--- config.mk ---
export PLATFORM = sky130hd
export DESIGN_NAME = lmsm_sequencer
export DESIGN_NICKNAME = d
export VERILOG_FILES = /design/src/rtl/lmsm_pkg.sv /design/src/rtl/lmsm_addr_ctr.sv /design/src/rtl/lmsm_sequencer.sv
export SDC_FILE = /design/constraint.sdc
export NUM_CORES = 1
export LEC_CHECK = 0
export CORE_ASPECT_RATIO = 2
export CORE_MARGIN = 10
export CORE_UTILIZATION = 35
export CTS_BUF_LIST = sky130_fd_sc_hd__clkbuf_4
export DETAILED_ROUTE_END_ITERATION = 10
export HOLD_SLACK_MARGIN = 0.06
export PLACE_DENSITY = 0.92
export RECOVER_POWER = 25
export SLEW_MARGIN = 30
export SYNTH_ARGS = -nofsm -noshare
export SYNTH_HDL_FRONTEND = slang
export SYNTH_SLANG_ARGS = --single-unit
--- constraint.sdc ---
create_clock -name clk -period 1.9 [get_ports clk]
set_clock_uncertainty 0.05 [all_clocks]
set_input_delay 0.38 -clock clk [delete_from_list [all_inputs] [get_ports clk]]
set_output_delay 0.38 -clock clk [all_outputs]
set_load 0.02 [all_outputs]
--- src/rtl/lmsm_pkg.sv ---
// rtl/lmsm_pkg.sv - shared types and constants for the LM/SM sequencer
package lmsm_pkg;

    localparam int DATA_W_DEF = 16;
    localparam int ADDR_W_DEF = 16;
    localparam int IDX_W_DEF  = 3;

    typedef enum logic [1:0] {
        ST_IDLE = 2'd0,
        ST_XFER = 2'd1,
        ST_DONE = 2'd2
    } state_e;

    // Memory-op encoding carried on mem_we
    localparam logic MEM_OP_READ  = 1'b0;
    localparam logic MEM_OP_WRITE = 1'b1;

endpackage

--- src/rtl/lmsm_addr_ctr.sv ---
// rtl/lmsm_addr_ctr.sv - load/increment transfer address counter
module lmsm_addr_ctr #(
    parameter int ADDR_W = 16
) (
    input  logic              clk,
    input  logic              reset,
    input  logic              load,
    input  logic              inc,
    input  logic [ADDR_W-1:0] load_value,
    output logic [ADDR_W-1:0] count
);

    // Load has priority; increment wraps modulo 2^ADDR_W
    always_ff @(posedge clk) begin
        if (!reset) begin
            count <= '0;
        end else if (load) begin
            count <= load_value;
        end else if (inc) begin
            count <= count + ADDR_W'(1);
        end
    end

endmodule

--- src/rtl/lmsm_sequencer.sv ---
// rtl/lmsm_sequencer.sv - LM/SM multi-register transfer sequencer
module lmsm_sequencer
    import lmsm_pkg::*;
#(
    parameter int DATA_W = DATA_W_DEF,
    parameter int ADDR_W = ADDR_W_DEF,
    parameter int IDX_W  = IDX_W_DEF
) (
    input  logic              clk,
    input  logic              reset,
    input  logic              start,
    input  logic              is_load,
    input  logic [ADDR_W-1:0] base_addr,
    input  logic [IDX_W-1:0]  pe_idx,
    input  logic              pe_ok,
    input  logic              pe_over,
    output logic              direct,
    output logic              enable_holdreg,
    output logic              mem_req,
    output logic              mem_we,
    output logic [ADDR_W-1:0] mem_addr,
    output logic [DATA_W-1:0] mem_wdata,
    input  logic [DATA_W-1:0] mem_rdata,
    input  logic              mem_ack,
    output logic [IDX_W-1:0]  rf_raddr,
    input  logic [DATA_W-1:0] rf_rdata,
    output logic              rf_we,
    output logic [IDX_W-1:0]  rf_waddr,
    output logic [DATA_W-1:0] rf_wdata,
    output logic              stall,
    output logic              done
);

    state_e             state;
    logic               mode;       // 1 = LM
    logic [IDX_W-1:0]   idx;
    logic               last;
    logic [ADDR_W-1:0]  addr;

    logic               accept;
    logic               advance;

    // Accept needs a nonempty mask; advance is a non-last completed transfer
    assign accept  = (state == ST_IDLE) && start && pe_ok;
    assign advance = (state == ST_XFER) && mem_ack && !last;

    lmsm_addr_ctr #(
        .ADDR_W (ADDR_W)
    ) u_addr_ctr (
        .clk        (clk),
        .reset      (reset),
        .load       (accept),
        .inc        (advance),
        .load_value (base_addr),
        .count      (addr)
    );

    // FSM plus per-transfer register index and last-flag tracking
    always_ff @(posedge clk) begin
        if (!reset) begin
            state <= ST_IDLE;
            mode  <= 1'b0;
            idx   <= '0;
            last  <= 1'b0;
        end else begin
            case (state)
                ST_IDLE: begin
                    if (start) begin
                        if (pe_ok) begin
                            state <= ST_XFER;
                            mode  <= is_load;
                            idx   <= pe_idx;
                            last  <= pe_over;
                        end else begin
                            state <= ST_DONE;
                        end
                    end
                end
                ST_XFER: begin
                    if (mem_ack) begin
                        if (last) begin
                            state <= ST_DONE;
                        end else begin
                            idx  <= pe_idx;
                            last <= pe_over;
                        end
                    end
                end
                ST_DONE: state <= ST_IDLE;
                default: state <= ST_IDLE;
            endcase
        end
    end

    // Output decode; everything parks at idle values while reset is held
    always_comb begin
        direct         = 1'b1;
        enable_holdreg = 1'b0;
        mem_req        = 1'b0;
        mem_we         = MEM_OP_READ;
        mem_addr       = '0;
        mem_wdata      = '0;
        rf_raddr       = '0;
        rf_we          = 1'b0;
        rf_waddr       = '0;
        rf_wdata       = '0;
        stall          = 1'b0;
        done           = 1'b0;
        if (reset) begin
            case (state)
                ST_IDLE: begin
                    enable_holdreg = accept;
                    stall          = accept;
                end
                ST_XFER: begin
                    direct         = 1'b0;
                    mem_req        = 1'b1;
                    mem_addr       = addr;
                    mem_we         = mode ? MEM_OP_READ : MEM_OP_WRITE;
                    rf_raddr       = idx;
                    rf_waddr       = idx;
                    stall          = 1'b1;
                    enable_holdreg = mem_ack && !last;
                    if (mode) begin
                        rf_wdata = mem_rdata;
                        rf_we    = mem_ack;
                    end else begin
                        mem_wdata = rf_rdata;
                    end
                end
                ST_DONE: done = 1'b1;
                default: ;
            endcase
        end
    end

endmodule

After elaboration in Yosys (flattened, before gate mapping)
Index checks and enable logic that the tools add are counted.
Widths: inputs -> output; s select.

cells by class
  reduce and logical (&&, ||, !) cells = 13
  muxes and demuxes = 43
  add/subtract/negate cells = 1
  equal/unequal tests = 7

operators with widths
  kind                   count
  $mux 16                10
  $mux 1                 18
  $mux 3                 6
  $add 16x1->16 const B  1
  $ne 2x2->1 const B     5
  $mux 2                 4
  $pmux 1 s2             3
  $pmux 3 s2             1
  $reduce_and 3->1       2
  $logic_and 1x1->1      5
  $reduce_and 5->1       1
  $pmux 2 s2             1
  $reduce_and 4->1       1
  $reduce_bool 2->1      2
  $eq 2x1->1 const B     1
  $eq 2x2->1 const B     1
  $logic_not 2->1        1
  $logic_not 1->1        1

word-level totals
  register bits = 23

Depth between registers and ports, before layout
Gate-level depths: netlist of run 1.

  depth after elaboration = 5
  mapped depth = 6

By module
A second synthesis of run 1 with hierarchy kept.

second synthesis, totals
  cells, all modules = 201
  area total of the unflattened synthesis = 1,644.1 um^2

by module, submodules not included
  module          cells an instance  area each (um^2)  times used
  lmsm_addr_ctr   99                 919.6             1
  lmsm_sequencer  102                724.4             1

Worst setup path after synthesis of run 1
Ideal clock, no wire load.

  kind = flip-flop to output port
  start = reg state[0]
  end = out mem_wdata[10]
  data required time = 1.470 ns
  path buffers = 2
  path slack = -0.341 ns
  stages on the path, launching flop included = 6
  data arrival time = 1.811 ns
  path through = dfxtp_1 > buf_2 > nand3_1 > nor2_1 > clkbuf_1 > and2_1

between the ends
  cells in the longest elaborated chain, start to end = 3

ends and longest elaborated chain
  item                      line                   source
  start: declaration        lmsm_sequencer.sv:34   state_e state;
  start signal: assignment  lmsm_sequencer.sv:61   state <= ST_IDLE;
  start signal: assignment  lmsm_sequencer.sv:70   state <= ST_XFER;
  start signal: assignment  lmsm_sequencer.sv:75   state <= ST_DONE;
  $eq 2x1->1                lmsm_sequencer.sv:110  case (state)
  $mux 16                   lmsm_sequencer.sv:110
  $mux 16                   lmsm_sequencer.sv:109  if (reset) begin
  end: declaration          lmsm_sequencer.sv:22   output logic [DATA_W-1:0] mem_wdata,

No other way between the ends.

Worst setup path after layout of run 1
  start = reg state[0]
  end = out enable_holdreg

between the ends
  cells in the longest elaborated chain, start to end = 5

ends and longest elaborated chain
  item                             line                                         source
  $logic_not 2->1                  lmsm_sequencer.sv:44, lmsm_sequencer.sv:110
  $logic_and 1x1->1 (2 in series)  lmsm_sequencer.sv:44                         assign accept = (state == ST_IDLE) && start && pe_ok;
  $pmux 1 s2 *                     lmsm_sequencer.sv:110
  $mux 1 *                         lmsm_sequencer.sv:109
  end: declaration                 lmsm_sequencer.sv:18                         output logic enable_holdreg,

Mark *: on every way between the ends. The rest lies on a longest branch, timed or not.

==> metrics.md, run 1 <==
| Metric | Value |
|---|---|
| CP endpoint | enable_holdreg |
| Setup-failing EPs final | between 40 and 50 |
| Syn. warnings | 0 |
| DR vias/cell | 5.726 |
| Gr usage total | 0.1864 |
| Cell variety after synth | 34 |
| Max clock buf depth | 2 |
| Crit. End Element | primary output |
| Tot Pwr | approximately 1.3 mW |
| Delay-heaviest family, CP | simple AND/OR/NAND/NOR gates |
| Critical Path AT | 1.58 ns |
| Synthesized area per cell | about 7.5 um^2 |
| Drt wl/cell | 24.07 um |
| CP required | roughly 1.5 ns |
| CP Cell Sequence | buf_6 > nor4bb_4 > nor2_2 > nor2_2 > buf_6 |
| Setup TNS | -1.860 ns |
| Max_slew headroom | 0.7674 |
| Worst-path clk slew | roughly 0.13 ns |
| Final-report hold violation count | 0 |
| CP Launch Type | flip-flop |
| Die Wd | 67.02 um |
| Routability-driven placement congestion ratio | 0.8336 |
| CP bufs+invs | 2 |
| Worst ir drop on vdd | 452.7 uV |
| Clock Sinks | 23 |
| Dpl hpwl | 5949 um |
| RSZ-0062 raised after global routing | true |
| Period utilisation layout | 1.060 |
| Drt first pass iters | 4 |
| Failing checks | negative setup slack |
| Core Region | roughly 4300 um^2 |
| N_diodes | 0 |
| Leak | 1.450 nW |
| Finished Layout Cells | 402 |
| CTS tree | built |
| H-tree depth | 1 |
| R2r startpoint | state[0] |
| Final wirelength | 9675 um |
| Seq pwr share | 0.430 |
| Num ports | 119 |
| Crit path from | state[0] |
| HP Start | idx[1] |
| Hold crit path type | reg -> reg |
| Hold_buf cts | 0 |
| Initial Utilization | 0.3602 |
| Max-slew violations | 0 |
| Row Count | 34 |
| Pin count of the biggest net entering global routing | 19 |
| Worst slew pin tran | 0.3484 ns |
| Post-DRT Antenna Nets | 0 |
| Synth area leader | dfxtp_1 |
| Share of layout cells above drive strength 1 | 0.4454 |
| P_sw | roughly 420 uW |
| Die Y-Extent | 114.0 um |
| PD cells | 386.9 nW/um^2 |
| Yosys top cell area share | 0.2975 |
| Clock root cell | clkbuf_4 |
| # DRC | 0 |
| Fmax | 496.3 MHz |
| Slowest CP cell | dfxtp_4 |
| First-pass GRT wire length | between 10000 and 15000 um |
| Port Buffers | 118 |
| Vias in the first global route | 2081 |
| Reg2reg path depth | 6 |
| Final min period | 2.015 ns |
| Outcome | complete, but fails checks |
| Levels on crit path | 5 |
| Final net count | 408 |
| Initial DRC count | 180 |
| FF-to-FF End | u_addr_ctr.count[14] |
| Post-Syn Instances | 206 |
| Pint | 881.1 uW |
| Post-Syn Area | 1548 um^2 |
| Dpl ws | -0.7091 ns |
| Commonest non-fill, non-tap cells in the layout | 56 x buf_6, 53 x clkdlybuf4s50_1, 28 x buf_4 |
| Top post-synthesis cells by area | dfxtp_1 30%, and2_1 13%, and3_1 7.3% |
| Most common cell after layout, fill and taps aside | buf_6 |
| Clock power share | 0.203 |
| Register area share after synthesis | 0.2975 |
| Final worst slack | -0.1149 ns |
| R2R setup slack | -0.11 ns |
| Worst path max stage delay | about 0.39 ns |
| Switching Fraction | 0.3217 |
| #FFs+latches synth | 23 |
| Syn-to-layout area delta | 116.9% |
| Crit path max fanout | 4 |
| Area of the die | about 7600 um^2 |
| Clock Latency Late Sink | 0.33 ns |
| Comb pwr share | 0.367 |
| Crit path kind | reg -> out |
| Post-layout util | 0.7813 |
| CTS buffer count | 3 |
| Maxcap violations | 0 |
| Routed vias | 2302 |
| Post-synth net total | 265 |
| Placed cells | 391 |
| Gr ovfl total | 0 |
| Initial antenna violation count | 0 |
[synthesized netlist by cell type]
library cell,n
a211oi_1,3
a21o_1,2
a21oi_1,8
a2bb2oi_1,1
a311oi_1,1
a31oi_1,7
a32oi_1,1
and2_1,33
and3_1,18
and4_1,3
buf_1,1
buf_2,2
buf_4,3
clkbuf_1,9
dfxtp_1,23
ha_1,1
inv_1,7
mux2i_1,3
nand2_1,14
nand3_1,8
nand4_1,3
nand4_2,1
nand4bb_4,1
nor2_1,18
nor3_1,3
nor3b_1,1
nor4_1,1
nor4bb_1,2
o211ai_1,2
o21ai_0,12
or3_1,5
or4_4,1
xnor2_1,4
xor2_1,4
[metrics by stage]
stage / hold WS, ns / instance area, um^2
finish: 0.4841 / 3357
global route: 0.5150 / 3357
global placement: 0.4171 / 2987
floorplan: 0.4047 / 1589
detailed placement: 0.4330 / 2987
CTS: 0.4639 / 2838
[flip-flops by register name, indices dropped and copies added, names as in the netlist]
| register | flops |
|---|---|
| u_addr_ctr.count | 16 |
| idx | 3 |
| state | 2 |
| last | 1 |
| mode | 1 |
[timing repair]
item | in CTS | in global routing
gates resized for setup | 265 | 153
buffers inserted | 3 | 1
endpoints found under the setup margin | 66 | 64
cloned | 0 | 3
pin swaps | 3 | 18
[metal layers]
| metal | track usage | wire length, um | vias up |
|---|---|---|---|
| li1 | - | - | 1006 |
| met1 | 0.1896 | 3354 | 1111 |
| met2 | 0.3543 | 5258 | 156 |
| met3 | 0.03340 | 659 | 29 |
| met4 | 0.06474 | 402 | 0 |
| met5 | 0 | 0 | - |
[final cells by class]
cell class / instances / area, um^2
Clock buffer: 4 / 30.03
Fill cell: 227 / 939.7
Inverter: 7 / 36.28
Multi-Input combinational cell: 161 / 1190
Sequential cell: 23 / 467.9
Tap cell: 54 / 67.56
Timing Repair Buffer: 153 / 1565
[worst min-delay path by stage]
stage,to,cells after the start
finish,idx[1],2
floorplan,idx[0],2
global placement,idx[2],2
CTS,idx[2],2
detailed placement,idx[2],2
global route,idx[1],2
[power by group through the flow]
stage / Sequential (mW) / Combinational [mW] / Clock [mW]
after floorplan: 0.555 / 0.157 / 0
after global placement: 0.558 / 0.382 / 0
after detailed placement: 0.561 / 0.392 / 0
after CTS: 0.550 / 0.392 / 0.251
after global routing: 0.563 / 0.498 / 0.273
final: 0.559 / 0.476 / 0.264
[cell families (layout without fill, tap and decap cells)]
group / count (synthesis) / count (layout) / share of synthesized area
buffers and inverters: 22 / 164 / 0.06225
AND/OR/NAND/NOR: 112 / 112 / 0.4236
XOR/XNOR: 8 / 8 / 0.04527
flip-flops: 23 / 23 / 0.2975
multiplexers: 3 / 3 / 0.01940
adder cells (fa/ha/maj): 1 / 1 / 0.008083
AO/OA/AOI/OAI: 37 / 37 / 0.1439
[tightest hold or removal path, cell delays in order, from the launching register on]
cell,delay [ns]
dfxtp_1,0.36
mux2i_1,0.07
nor2_1,0.07
No activity file was read; power rests on OpenSTA's default activity.
==> run 2, diff against run 1 <==
CTS_CLUSTER_SIZE = 24   (was unset)
REMOVE_ABC_BUFFERS = 1   (was unset)
==> metrics.md, run 2 (synthesized netlist as in run 1, its figures left out) <==
| Metric | Value |
|---|---|
| Drt wl/cell | 18.16 um (-25%) |
| Outcome | complete, but fails checks |
| Vias in the first global route | 2214 (+6.4%) |
| Dpl hpwl | 5165 um (-13%) |
| Core Region | 4297 um^2 (unchanged) |
| Worst ir drop on vdd | 414.6 uV (-8.4%) |
| Worst slew pin tran | 0.2795 ns (-0.06886 ns) |
| Final-report hold violation count | 0 (unchanged) |
| Critical Path AT | 1.55 ns (-0.03 ns) |
| Final min period | 1.977 ns (-0.03815 ns) |
| Max reg flops | 16 (unchanged) |
| Setup-failing EPs final | 39 (-11%) |
| Failing checks | negative setup slack |
| Multi-input gate area | 1126 um^2 (-5.4%) |
| Post-DRT Antenna Nets | 0 (unchanged) |
| Initial DRC count | 77 (-57%) |
| CTS buffer count | 3 (unchanged) |
| Final wirelength | 7371 um (-24%) |
| Crit path max fanout | 17 (+13) |
| Die Wd | 67.02 um (unchanged) |
| CP Launch Type | flip-flop |
| Tot Pwr | 1.252 mW (-3.6%) |
| Row Count | 34 (unchanged) |
| Comb pwr share | 0.357 (-0.010) |
| Hold crit path type | reg -> reg |
| Seq pwr share | 0.443 (+0.013) |
| H-tree depth | 1 (unchanged) |
| Initial Utilization | 0.3602 (unchanged) |
| Clock power share | 0.200 (-0.003) |
| Leak | 1.432 nW (-1.2%) |
| FF/Latch Area | 467.9 um^2 (unchanged) |
| Worst path max stage delay | 0.45 ns (+0.06 ns) |
| Crit path top cell by count | buf_12 |
| CP Cell Sequence | nand3_4 > inv_4 > buf_12 > buf_12 > and3_4 > buf_6 |
| Fmax | 505.9 MHz (+1.9%) |
| Crit path kind | reg -> out |
| Commonest non-fill, non-tap cells in the layout | 53 x clkdlybuf4s50_1, 45 x buf_4, 44 x buf_6 |
| Routed vias | 2170 (-5.7%) |
| Clock Sinks | 23 (unchanged) |
| Clock Latency Late Sink | 0.32 ns (about the same) |
| PD cells | 385.3 nW/um^2 (-0.43%) |
| Syn-to-layout area delta | 109.9% |
| Port Buffers | 118 (unchanged) |
| Layout fillers | 280 (+23%) |
| # DRC | 0 (unchanged) |
| CP required | 1.47 ns (about the same) |
| Clock root cell | clkbuf_4 |
| CP bufs+invs | 4 (+2) |
| Routability-driven placement congestion ratio | 0.8656 (+3.8%) |
| Max_slew headroom | 0.8128 (+0.04535) |
| Area after DPL | 2957 um^2 (-1.0%) |
| Num ports | 119 (unchanged) |
| Final worst slack | -0.07676 ns (+0.03815 ns) |
| Switching Fraction | 0.3025 (-0.01918) |
| Period utilisation layout | 1.040 (-0.02008) |
| Reg with most FFs | u_addr_ctr.count |
| Gr ovfl total | 0 (unchanged) |
| Crit. End Element | primary output |
| Drt first pass iters | 4 (unchanged) |
| Largest registers | u_addr_ctr.count x16, idx x3, state x2 |
| Final instance area | 3249 um^2 (-3.2%) |
| Final net count | 412 (+0.98%) |
| Initial antenna violation count | 0 (unchanged) |
| DR vias/cell | 5.345 (-6.7%) |
| Gr usage total | 0.1687 (-0.01768) |
| P_sw | 378.6 uW (-9.4%) |
| Max clock buf depth | 2 (unchanged) |
| First-pass GRT wire length | 10430 um (-7.5%) |
| Slowest CP cell | dfxtp_4 |
| Pin count of the biggest net entering global routing | 19 (unchanged) |
| Most common cell after layout, fill and taps aside | clkdlybuf4s50_1 |
| Pint | 873.2 uW (-0.89%) |
| RSZ-0062 raised after global routing | true |
| N_diodes | 0 (unchanged) |
| Max-slew violations | 0 (unchanged) |
| Maxcap violations | 0 (unchanged) |
| CTS tree | built |
| Delay-heaviest family, CP | flip-flops |
| Area of the die | 7643 um^2 (unchanged) |
| Hold Slack | 0.4726 ns (-0.01156 ns) |
| Die Y-Extent | 114.0 um (unchanged) |
| Share of layout cells above drive strength 1 | 0.3892 (-0.05620) |
| Worst-path clk slew | 0.12 ns (about the same) |
run 2: what timing repair did:
item | 4_1_cts | 5_1_grt
gates cloned | 2 | 1
resized for setup | 340 | 42
setup buffers | 6 | 1
hold buffers | 0 | 0
pin swaps | 4 | 4
setup endpoints to repair | 67 | 62
run 2: stage by stage:
stage / setup WS (ns) / util / instances / setup TNS [ns]
after global routing: -0.1377 / 0.7563 / 406 / -4.606
after global placement: -0.6328 / 0.6881 / 392 / -37.72
final: -0.07676 / 0.7563 / 406 / -1.760
after CTS: -0.07091 / 0.7295 / 404 / -1.262
after floorplan: -0.5401 / - / 191 / -20.02
after detailed placement: -0.6666 / 0.6881 / 392 / -39.76
run 2: power groups by stage:
stage | logic, mW | registers [mW] | clock network (mW)
floorplan | 0.137 | 0.558 | 0
global placement | 0.380 | 0.559 | 0
detailed placement | 0.388 | 0.561 | 0
CTS | 0.418 | 0.553 | 0.249
global route | 0.477 | 0.559 | 0.266
finish | 0.447 | 0.555 | 0.250
run 2: area by class of cell:
cell class | count | share of cell area
clock buffer | 4 | 0.009241
multi-input combinational | 161 | 0.3466
inverter | 7 | 0.008856
timing repair buffer | 157 | 0.4705
tap | 54 | 0.02079
sequential | 23 | 0.1440
run 2: worst register-to-register path: cells and delay by family (launching register included):
kind,cells,cell delay (ns)
AND/OR/NAND/NOR,3,0.90
flip-flops,1,0.38
buffers and inverters,2,0.37
AO/OA/AOI/OAI,1,0.16
run 2: path summary, 6_finish.rpt:
check / start / endpoint / slack (ns) / depth (start not counted)
worst max-delay path: state[0] / rf_wdata[1] / -0.08 / 6
worst min-delay path: idx[0] / idx[0] / 0.47 / 2
worst max register to register: state[1] / u_addr_ctr.count[15] / 0.01 / 6
worst min register to register: idx[0] / idx[0] / 0.47 / 2
run 2: layer usage:
| metal | track usage | wire, um |
|---|---|---|
| met1 | 0.1599 | 2485 |
| met2 | 0.3136 | 4060 |
| met3 | 0.05206 | 630 |
| met5 | 0 | 0 |
| met4 | 0.07163 | 194 |
==> run 3, diff against run 2 <==
RECOVER_POWER = unset   (was 25)
==> results of run 3 <==
Final layout, timing and power as in run 2 (identical DEF).
